**src/rtl/fetch.sv**
```systemverilog
// Instruction fetch: PC, one-cycle memory read issue, 2-entry {insn, pc} queue to decode.
// Define FETCH_PERF_EN to add insn_count_o / stall_count_o performance counters.
module fetch #(
    parameter int                AWIDTH    = 32,
    parameter int                DWIDTH    = 32,
    parameter logic [AWIDTH-1:0] BASE_ADDR = AWIDTH'(32'h01000000)
) (
    input  logic              clk,
    input  logic              rst,
    output logic [AWIDTH-1:0] mem_addr_o,
    output logic              mem_read_en_o,
    input  logic [DWIDTH-1:0] mem_data_i,
    input  logic              redirect_i,
    input  logic [AWIDTH-1:0] redirect_pc_i,
    output logic [DWIDTH-1:0] insn_o,
    output logic [AWIDTH-1:0] insn_pc_o,
    output logic              insn_valid_o,
    input  logic              insn_ready_i
`ifdef FETCH_PERF_EN
    ,
    output logic [31:0]       insn_count_o,
    output logic [31:0]       stall_count_o
`endif
);

    logic [AWIDTH-1:0] pc;
    logic [AWIDTH-1:0] req_pc;
    logic              inflight;
    logic              kill;
    logic [1:0]        count;
    logic [DWIDTH-1:0] q_insn [2];
    logic [AWIDTH-1:0] q_pc   [2];

    logic              pop;
    logic              issue;
    logic              capture;
    logic              wr_idx;
    logic [AWIDTH-1:0] redirect_target;

    assign redirect_target = redirect_pc_i & ~AWIDTH'(3);

    assign insn_valid_o = (count != 2'd0) && !redirect_i;
    assign pop          = insn_valid_o && insn_ready_i;
    // Room check counts the word already in flight; the pop term makes issue react to ready combinationally.
    assign issue        = rst && !redirect_i &&
                          (({1'b0, count} + {2'b00, inflight}) < (3'd2 + {2'b00, pop}));
    assign capture      = inflight && !kill && !redirect_i;
    // Tail slot after this cycle's pop: LSB of (count - pop), since count never exceeds 2.
    assign wr_idx       = count[0] ^ pop;

    assign mem_addr_o    = pc;
    assign mem_read_en_o = issue;
    assign insn_o        = q_insn[0];
    assign insn_pc_o     = q_pc[0];

    always_ff @(posedge clk) begin
        if (!rst) begin
            pc        <= BASE_ADDR;
            req_pc    <= '0;
            inflight  <= 1'b0;
            kill      <= 1'b0;
            count     <= 2'd0;
            q_insn[0] <= '0;
            q_insn[1] <= '0;
            q_pc[0]   <= '0;
            q_pc[1]   <= '0;
        end else if (redirect_i) begin
            pc       <= redirect_target;
            count    <= 2'd0;
            kill     <= inflight;
            inflight <= 1'b0;
        end else begin
            inflight <= issue;
            // The stale response lands in the redirect cycle itself, so kill never outlives the next cycle.
            kill     <= 1'b0;
            if (issue) begin
                pc     <= pc + AWIDTH'(4);
                req_pc <= pc;
            end
            if (pop) begin
                q_insn[0] <= q_insn[1];
                q_pc[0]   <= q_pc[1];
            end
            if (capture) begin
                q_insn[wr_idx] <= mem_data_i;
                q_pc[wr_idx]   <= req_pc;
            end
            count <= count + {1'b0, capture} - {1'b0, pop};
        end
    end

`ifdef FETCH_PERF_EN
    always_ff @(posedge clk) begin
        if (!rst) begin
            insn_count_o  <= 32'd0;
            stall_count_o <= 32'd0;
        end else begin
            if (pop)
                insn_count_o <= insn_count_o + 32'd1;
            if (insn_valid_o && !insn_ready_i)
                stall_count_o <= stall_count_o + 32'd1;
        end
    end
`endif

endmodule

```
**config.mk**
```make
export PLATFORM = sky130hd
export DESIGN_NAME = fetch
export DESIGN_NICKNAME = d
export VERILOG_FILES = /design/src/rtl/fetch.sv
export SDC_FILE = /design/constraint.sdc
export NUM_CORES = 1
export LEC_CHECK = 0
export BUFFER_PORTS_ARGS = -buffer_cell sky130_fd_sc_hd__buf_4
export CAP_MARGIN = 20
export CORE_AREA = 2 2 128 117
export DETAILED_ROUTE_END_ITERATION = 10
export DIE_AREA = 0 0 130 119
export GPL_ROUTABILITY_DRIVEN = 0
export PLACE_DENSITY = 0.84
export SYNTH_ARGS = -nofsm -noshare
export SYNTH_HDL_FRONTEND = slang
export SYNTH_SLANG_ARGS = --single-unit
```
**constraint.sdc**
```tcl
create_clock -name clk -period 8.05 [get_ports clk]
set_clock_uncertainty 0.1 [all_clocks]
set_input_delay 0.805 -clock clk [delete_from_list [all_inputs] [get_ports clk]]
set_output_delay 0.805 -clock clk [all_outputs]
set_load 0.03 [all_outputs]
```
# Yosys cells after proc, flatten, opt, wreduce, memory -nomap -nowiden
# Memory sizes are Yosys's and may differ from the RTL's.
# Index checks and enable logic that the tools add are counted.
[word_totals]
register_bits = 68
ram_bits = 128
in_bits = 68
mem_count = 2
[mem_list]
columns = ["name", "words", "width", "rd", "rd_clocked_by_memory_dff", "wr", "line_no", "text"]
rows = [
  ["q_insn", 2, 32, 2, 0, 2, "31", "logic [DWIDTH-1:0] q_insn [2];"],
  ["q_pc", 2, 32, 2, 0, 2, "32", "logic [AWIDTH-1:0] q_pc [2];"],
]
[op_classes]
add_sub_neg = 5
magnitude_cmp = 1
muxes = 19
bitwise_logic = 5
n_reduce_logical = 15
[op_table]
columns = ["cell", "n"]
rows = [
  ["2-to-1 mux 32 bit", 6],
  ["OR reduction 32 bit", 2],
  ["adder 32 x 3 -> 32 bit (second input constant)", 1],
  ["2-to-1 mux 1 bit", 13],
  ["logical AND 1 bit", 6],
  ["AND reduction 2 bit", 2],
  ["nonzero test 2 bit", 2],
  ["adder 2 x 1 -> 3 bit", 1],
  ["adder 2 x 1 -> 3 bit (first input constant)", 1],
  ["< comparator 3 bit", 1],
  ["adder 2 x 1 -> 2 bit", 1],
  ["zero test 1 bit", 2],
  ["NOT 1 bit", 2],
  ["OR 1 bit", 2],
  ["OR reduction 2 bit", 1],
  ["subtractor 2 x 1 -> 2 bit", 1],
  ["bitwise XOR 1 bit", 1],
]

# Depth between registers and ports, before layout
# Gate-level depths: netlist (run 1).
[logic_depth]
word_depth = 9
depth_mapped = 11
ltp_nobuf = 8

# Least setup slack after synthesis (run 1)
# No wires, ideal clock.
[synth_timing]
kind = "input -> register"
startpoint = "input redirect_i"
endpoint = "memory q_insn[1][0], enable pin"
setup_ps = 430
arrival_time_ps = 3122
required_ps = 7520
path_slack_ps = 4398
path_stages = 4
path_buffers = 0
cell_sequence = "and4bb_2 -> a21oi_1 -> nor3_2 -> nand2b_1"
[synth_lines]
columns = ["item", "line_no", "text"]
rows = [
  ["start, declared", "13", "input logic redirect_i,"],
  ["end, declared", "31", ""],
]

# Worst setup path after layout (run 1)
[layout_timing]
startpoint = "register count[0]"
endpoint = "output mem_read_en_o"
[layout_via]
elab_chain_len = 6
elab_cells_between_ends = 7
classes_between = "add/sub (2); order compare (1); reduce/logical (4)"
[layout_rtl]
columns = ["item", "line_no", "text"]
rows = [
  ["start, declared", "30", "logic [1:0] count;"],
  ["start signal, assigned", "88", "count <= count + {1'b0, capture} - {1'b0, pop};"],
  ["nonzero test 2 bit", "42", "assign insn_valid_o = (count != 2'd0) && !redirect_i;"],
  ["logical AND 1 bit", "42", ""],
  ["logical AND 1 bit", "43", "assign pop = insn_valid_o && insn_ready_i;"],
  ["adder 2 x 1 -> 3 bit", "46", "(({1'b0, count} + {2'b00, inflight}) < (3'd2 + {2'b00, pop}));"],
  ["< comparator 3 bit (*)", "46", ""],
  ["logical AND 1 bit (*)", "45", "assign issue = rst && !redirect_i &&"],
  ["end, declared", "11", "output logic mem_read_en_o,"],
]
# Mark *: on every way between the ends. The rest lies on a longest branch, timed or not.

==> reports/results.tsv, run 1 <==
metric	value	unit
setup_viol	0	
start_util	0.5699	
core_area	14350	um^2
drv_cap	0	
synth.yosys.warnings	0	
grt_use_met1	0.3216	
cts_tree	yes	
critPathSlowestCell	dfxtp_1	
cp_num_buf_inv	3	
postRouteAntennaNets	0	
final_common_cell	nand2_1	
crit_path_end_kind	primary output	
synth_flop_cell	edfxtp_1	
clk_latency	0.43	ns
io_pins	166	
crit_required	7.14	ns
dieHeight	119	um
num_rows	42	
p_leak	4.114	nW
fill_cells	1104	
clk_path_buf_depth	2	
synthArstFlopShare	0	
route.detailed.drc	0	
grtUsageMet3	0.06649	
arrival	3.11	ns
fin_nets	1000	
grt.busiest_layer	met2	
hold_buffers	0	
via_per_inst	5.588	
overflow	0	
layout-drive-gt1-share	0.2173	
netlist_area	8177	um^2
finalHoldViolations	0	
worst_slew_pin_slew	1.034	ns
postCtsResizedCells	0	
synth_edf_count	124	
final_cell_mix	nand2_1 (213), buf_4 (167), edfxtp_1 (124)	
crit_family	buffers and inverters	
postSynthCellCount	793	
routedWlPerCell	16.36	um
htreeDepth	4	
cts.clk_slew.worst_paths	0.06	ns
power_density	209.6	nW/um^2
outcome	finished clean	
crit_chain	ha_1 -> ha_1 -> nor2_1 -> a31o_1 -> nand2_4 -> inv_1 -> buf_4 -> buf_4	
area_growth	21.93	%
finalCritPeriodShare	0.4992	
fin_util	0.6949	
start_kind	flop	
grt_start_max_net_pins	63	
grt_usage	0.2465	
antenna_cells	0	
clock.fmax	248.8	MHz
critPathMaxFanout	46	
ys_ff_latch	188	
cts.sinks	188	
slew_violations	0	
cts-root-buf	clkbuf_16	
port_buffers	159	
use_met2	0.3973	
cts_made_buffers	17	
vias	6353	
avgSynthCellArea	10.31	um^2
synth.distinct_cells	58	
die_area	15470	um^2
ys_seq_area_frac	0.6121	
critical-path-max-stage-delay	0.51	ns
grt_first_pass_wirelength	29.55	mm
tns	0	ns
first_global_vias	5906	
drt_pass1_iterations	5	
die_w	130	um
slew_headroom	0.3067	
cts_setup_buffers	0	
holdCritPathClass	flop to flop	
first_iter_violations	638	
crit_type	flop to primary output	
wirelength	18.60	mm
ir_drop	151.4	uV
dpl.hpwl	11.57	mm
fin_crit	4.019	ns
rsz0062_at_grt	false	
grt_antenna_before_repair	0	
==> tightest hold or removal path, stage by stage, from the launching register on <==
cell and delay, ns:
dfxtp_1 0.32, nand2_1 0.05, a21oi_1 0.05
==> path summary, 6_finish.rpt <==
check | from | endpoint | slack, ns | cells past startpoint
worst max-delay path | count[0]$_SDFF_PP0_ | mem_read_en_o | 4.03 | 8
worst min-delay path | req_pc[24]$_SDFFE_PN0P_ | req_pc[24]$_SDFFE_PN0P_ | 0.37 | 2
worst max register to register | count[0]$_SDFF_PP0_ | mem_addr_o[2]$_SDFFE_PN0P_ | 5.07 | 9
worst min register to register | req_pc[24]$_SDFFE_PN0P_ | req_pc[24]$_SDFFE_PN0P_ | 0.37 | 2
==> logic make-up (layout without fill, tap and decap cells) <==
family,Yosys count,after routing,synth area share
xor+xnor,9,9,0.009640
other cells,1,4,0.0004586
simple gates,423,423,0.2476
compound gates,101,101,0.08141
buf+inv,65,208,0.03994
fa+ha+maj,5,5,0.007651
mux,1,1,0.001224
flops,188,188,0.6121
==> state kept, by name, summed over array words and instances, names as in the netlist <==
signal      count
count           2
inflight        1
kill            1
mem_addr_o     30
q_insn         64
q_pc           60
req_pc         30
==> area by class of cell <==
cell class	count	area [um^2]	share of cell area
Sequential cell	188	5005	0.5020
Clock buffer	18	429.2	0.04305
Multi-Input combinational cell	543	2872	0.2880
Timing Repair Buffer	167	1254	0.1258
Inverter	10	37.54	0.003765
Tap cell	198	247.7	0.02485
Clock inverter	13	125.1	0.01255
==> synthesized netlist by cell type, types with 5 or more instances <==
library cell  count  area share
o21ai_0           7      0.0043
clkbuf_1         28       0.013
buf_2             9      0.0055
nand2_1         213       0.098
a31oi_1          10      0.0077
and2_1           64       0.049
buf_6             7      0.0096
nand3_1          79       0.048
ha_1              5      0.0077
or3_1             7      0.0054
edfxtp_1        124        0.46
nor2_1           13      0.0060
inv_1             9      0.0041
and3_1           10      0.0077
buf_1             6      0.0028
a21oi_1          46       0.028
xnor2_1           5      0.0054
o211ai_1          6      0.0055
dfxtp_1          64        0.16
buf_4             5      0.0046
nand4_1          11      0.0084
==> through the flow <==
step / setup WS (ns) / power (mW) / area (um^2) / hold WS, ns / std cells
floorplan: 4.398 / 1.227 / 8188 / 0.3450 / 796
global placement: 4.069 / 1.311 / 9415 / 0.3528 / 1106
detailed placement: 4.078 / 1.315 / 9415 / 0.3587 / 1106
CTS: 4.041 / 2.098 / 9970 / 0.3677 / 1137
global route: 3.851 / 2.155 / 9970 / 0.3915 / 1137
finish: 4.031 / 2.090 / 9970 / 0.3669 / 1137
==> routing by layer <==
layer | vias to the layer above | wire length, um | share of wire
met1 | 3003 | 7760 | 0.42
li1 | 3051 | - | -
met2 | 264 | 9019 | 0.48
met3 | 35 | 1458 | 0.078
met5 | - | 0 | 0
met4 | 0 | 361 | 0.019
==> report_power, final <==
part	internal (mW)	total [mW]	switching [mW]
clock	0.451	0.795	0.344
sequential	1.07	1.10	0.0281
combinational	0.0707	0.199	0.128
total	1.59	2.09	0.500
No activity file was read; power rests on OpenSTA's default activity.
==> inputs of run 2 (changes only) <==
--- a/config.mk
+++ b/config.mk
@@ -7,11 +7,11 @@
 export LEC_CHECK = 0
 export BUFFER_PORTS_ARGS = -buffer_cell sky130_fd_sc_hd__buf_4
 export CAP_MARGIN = 20
-export CORE_AREA = 2 2 128 117
+export CORE_AREA = 2 2 138 127
 export DETAILED_ROUTE_END_ITERATION = 10
-export DIE_AREA = 0 0 130 119
+export DIE_AREA = 0 0 140 129
 export GPL_ROUTABILITY_DRIVEN = 0
-export PLACE_DENSITY = 0.84
+export PLACE_DENSITY = 0.76
 export SYNTH_ARGS = -nofsm -noshare
 export SYNTH_HDL_FRONTEND = slang
 export SYNTH_SLANG_ARGS = --single-unit
==> constraint.sdc (replaced) <==
create_clock -name clk -period 3.6 [get_ports clk]
set_clock_uncertainty 0.1 [all_clocks]
set_input_delay 0.36 -clock clk [delete_from_list [all_inputs] [get_ports clk]]
set_output_delay 0.36 -clock clk [all_outputs]
set_load 0.03 [all_outputs]
==> reports/results.tsv, run 2 (same netlist as run 1, synthesis figures left out) <==
metric	value	unit
io_pins	166	
drt_pass1_iterations	9	
clk_path_buf_depth	2	
fin_crit	3.266	ns
port_buffers	159	
via_per_inst	5.499	
hold_buffers	0	
postRouteAntennaNets	0	
setup_viol	0	
routedWlPerCell	16.68	um
tns	0	ns
drv_cap	0	
outcome	complete, but fails checks	
slew_headroom	0.4179	
antenna_cells	0	
clock.fmax	306.1	MHz
overflow	0	
die_area	18060	um^2
dieHeight	129	um
cts_setup_buffers	0	
route.detailed.drc	18	
critPathSlowestCell	dfxtp_1	
cts.clk_slew.worst_paths	0.07	ns
grt_start_max_net_pins	63	
rsz0062_at_grt	false	
die_w	140	um
grt_usage	0.2174	
largest_register_ff_count	64	
start_util	0.4923	
power_density	471.3	nW/um^2
cp_num_buf_inv	3	
largestRegisters	q_insn x64, q_pc x60	
worst_slew_pin_slew	0.8731	ns
grt_antenna_before_repair	0	
p_leak	4.139	nW
layout-drive-gt1-share	0.2235	
first_iter_violations	478	
crit_chain	ha_1 -> ha_1 -> nor2_1 -> a31o_1 -> nand2_4 -> inv_1 -> buf_4 -> buf_4	
critPathMaxFanout	26	
cts_tree	yes	
final_common_cell	nand2_1	
regMostFlops	q_insn	
first_global_vias	5983	
fin_nets	1004	
vias	6351	
wirelength	19.27	mm
clk_latency	0.43	ns
cts-root-buf	clkbuf_16	
ir_drop	348.5	uV
htreeDepth	4	
r2r_setup_slack	0.92	ns
crit_path_end_kind	primary output	
finalCritPeriodShare	0.9073	
start_kind	flop	
setup_ws	0.3336	ns
postCtsResizedCells	0	
grt_first_pass_wirelength	30.92	mm
crit_type	flop to primary output	
critical-path-max-stage-delay	0.49	ns
area_growth	22.78	%
cts_made_buffers	17	
final_cells	1155	
crit_required	3.14	ns
arrival	2.81	ns
holdCritPathClass	input port to flop	
holdWs	0.08850	ns
slew_violations	0	
dp_cells	1123	
pre_cts_ws	0.8209	ns
core_area	16610	um^2
final_cell_mix	nand2_1 (213), buf_4 (171), edfxtp_1 (124)	
cts.sinks	188	
finalHoldViolations	0	
dpl.hpwl	12.16	mm
num_rows	45	
crit_family	buffers and inverters	
violations	DRC	
-- run 2: cell types whose count changed in the layout (fill, tap and decap cells not counted), sizes merged --
cell / change
buf: +4
clkinv: +2
clkbuf: -1
clkinvlp: +1
inv: -1
-- run 2: layout make-up --
class	instances	area, um^2
fill	1393	6570
clock inverter	15	148.9
inverter	10	37.54
timing repair buffer	171	1284
clock buffer	17	425.4
tap	211	264.0
multi-input combinational	543	2875
sequential	188	5005
-- run 2: path summary, 6_finish.rpt --
path,startpoint,to,cells past startpoint
worst max-delay path,count[0]$_SDFF_PP0_,mem_read_en_o,8
worst min-delay path,redirect_pc_i[24],mem_addr_o[24]$_SDFFE_PN1P_,3
worst max register to register,count[0]$_SDFF_PP0_,mem_addr_o[2]$_SDFFE_PN0P_,9
worst min register to register,req_pc[21]$_SDFFE_PN0P_,req_pc[21]$_SDFFE_PN0P_,2
-- run 2: metal layers --
metal  GRT usage  vias up  share of wire
li1            -     3059              -
met4     0.06833        0          0.016
met2      0.3442      265           0.47
met1      0.2966     3008           0.44
met5           0        -              0
met3     0.05731       19          0.081
-- run 2: worst reg2reg max path: cells and delay by family (launching register included) --
kind            cells  cell delay (ns)
flops               1             0.49
fa+ha+maj           2             0.44
simple gates        2             0.42
xor+xnor            1             0.10
compound gates      2             0.66
buf+inv             2             0.40
-- run 2: stage by stage --
| stage | total power, mW | area (um^2) | util |
|---|---|---|---|
| final | 4.732 | 10040 | 0.6044 |
| after global placement | 2.936 | 9465 | 0.5699 |
| after CTS | 4.761 | 10040 | 0.6044 |
| after detailed placement | 2.945 | 9465 | 0.5699 |
| after floorplan | 2.745 | 8188 | - |
| after global routing | 4.895 | 10040 | 0.6044 |
-- run 2: where the power goes --
group	switching [mW]	internal, mW	leakage [nW]
Clock	0.816	1.02	0.264
Combinational	0.288	0.160	2.06
Sequential	0.0628	2.39	1.81
Total	1.17	3.57	4.14
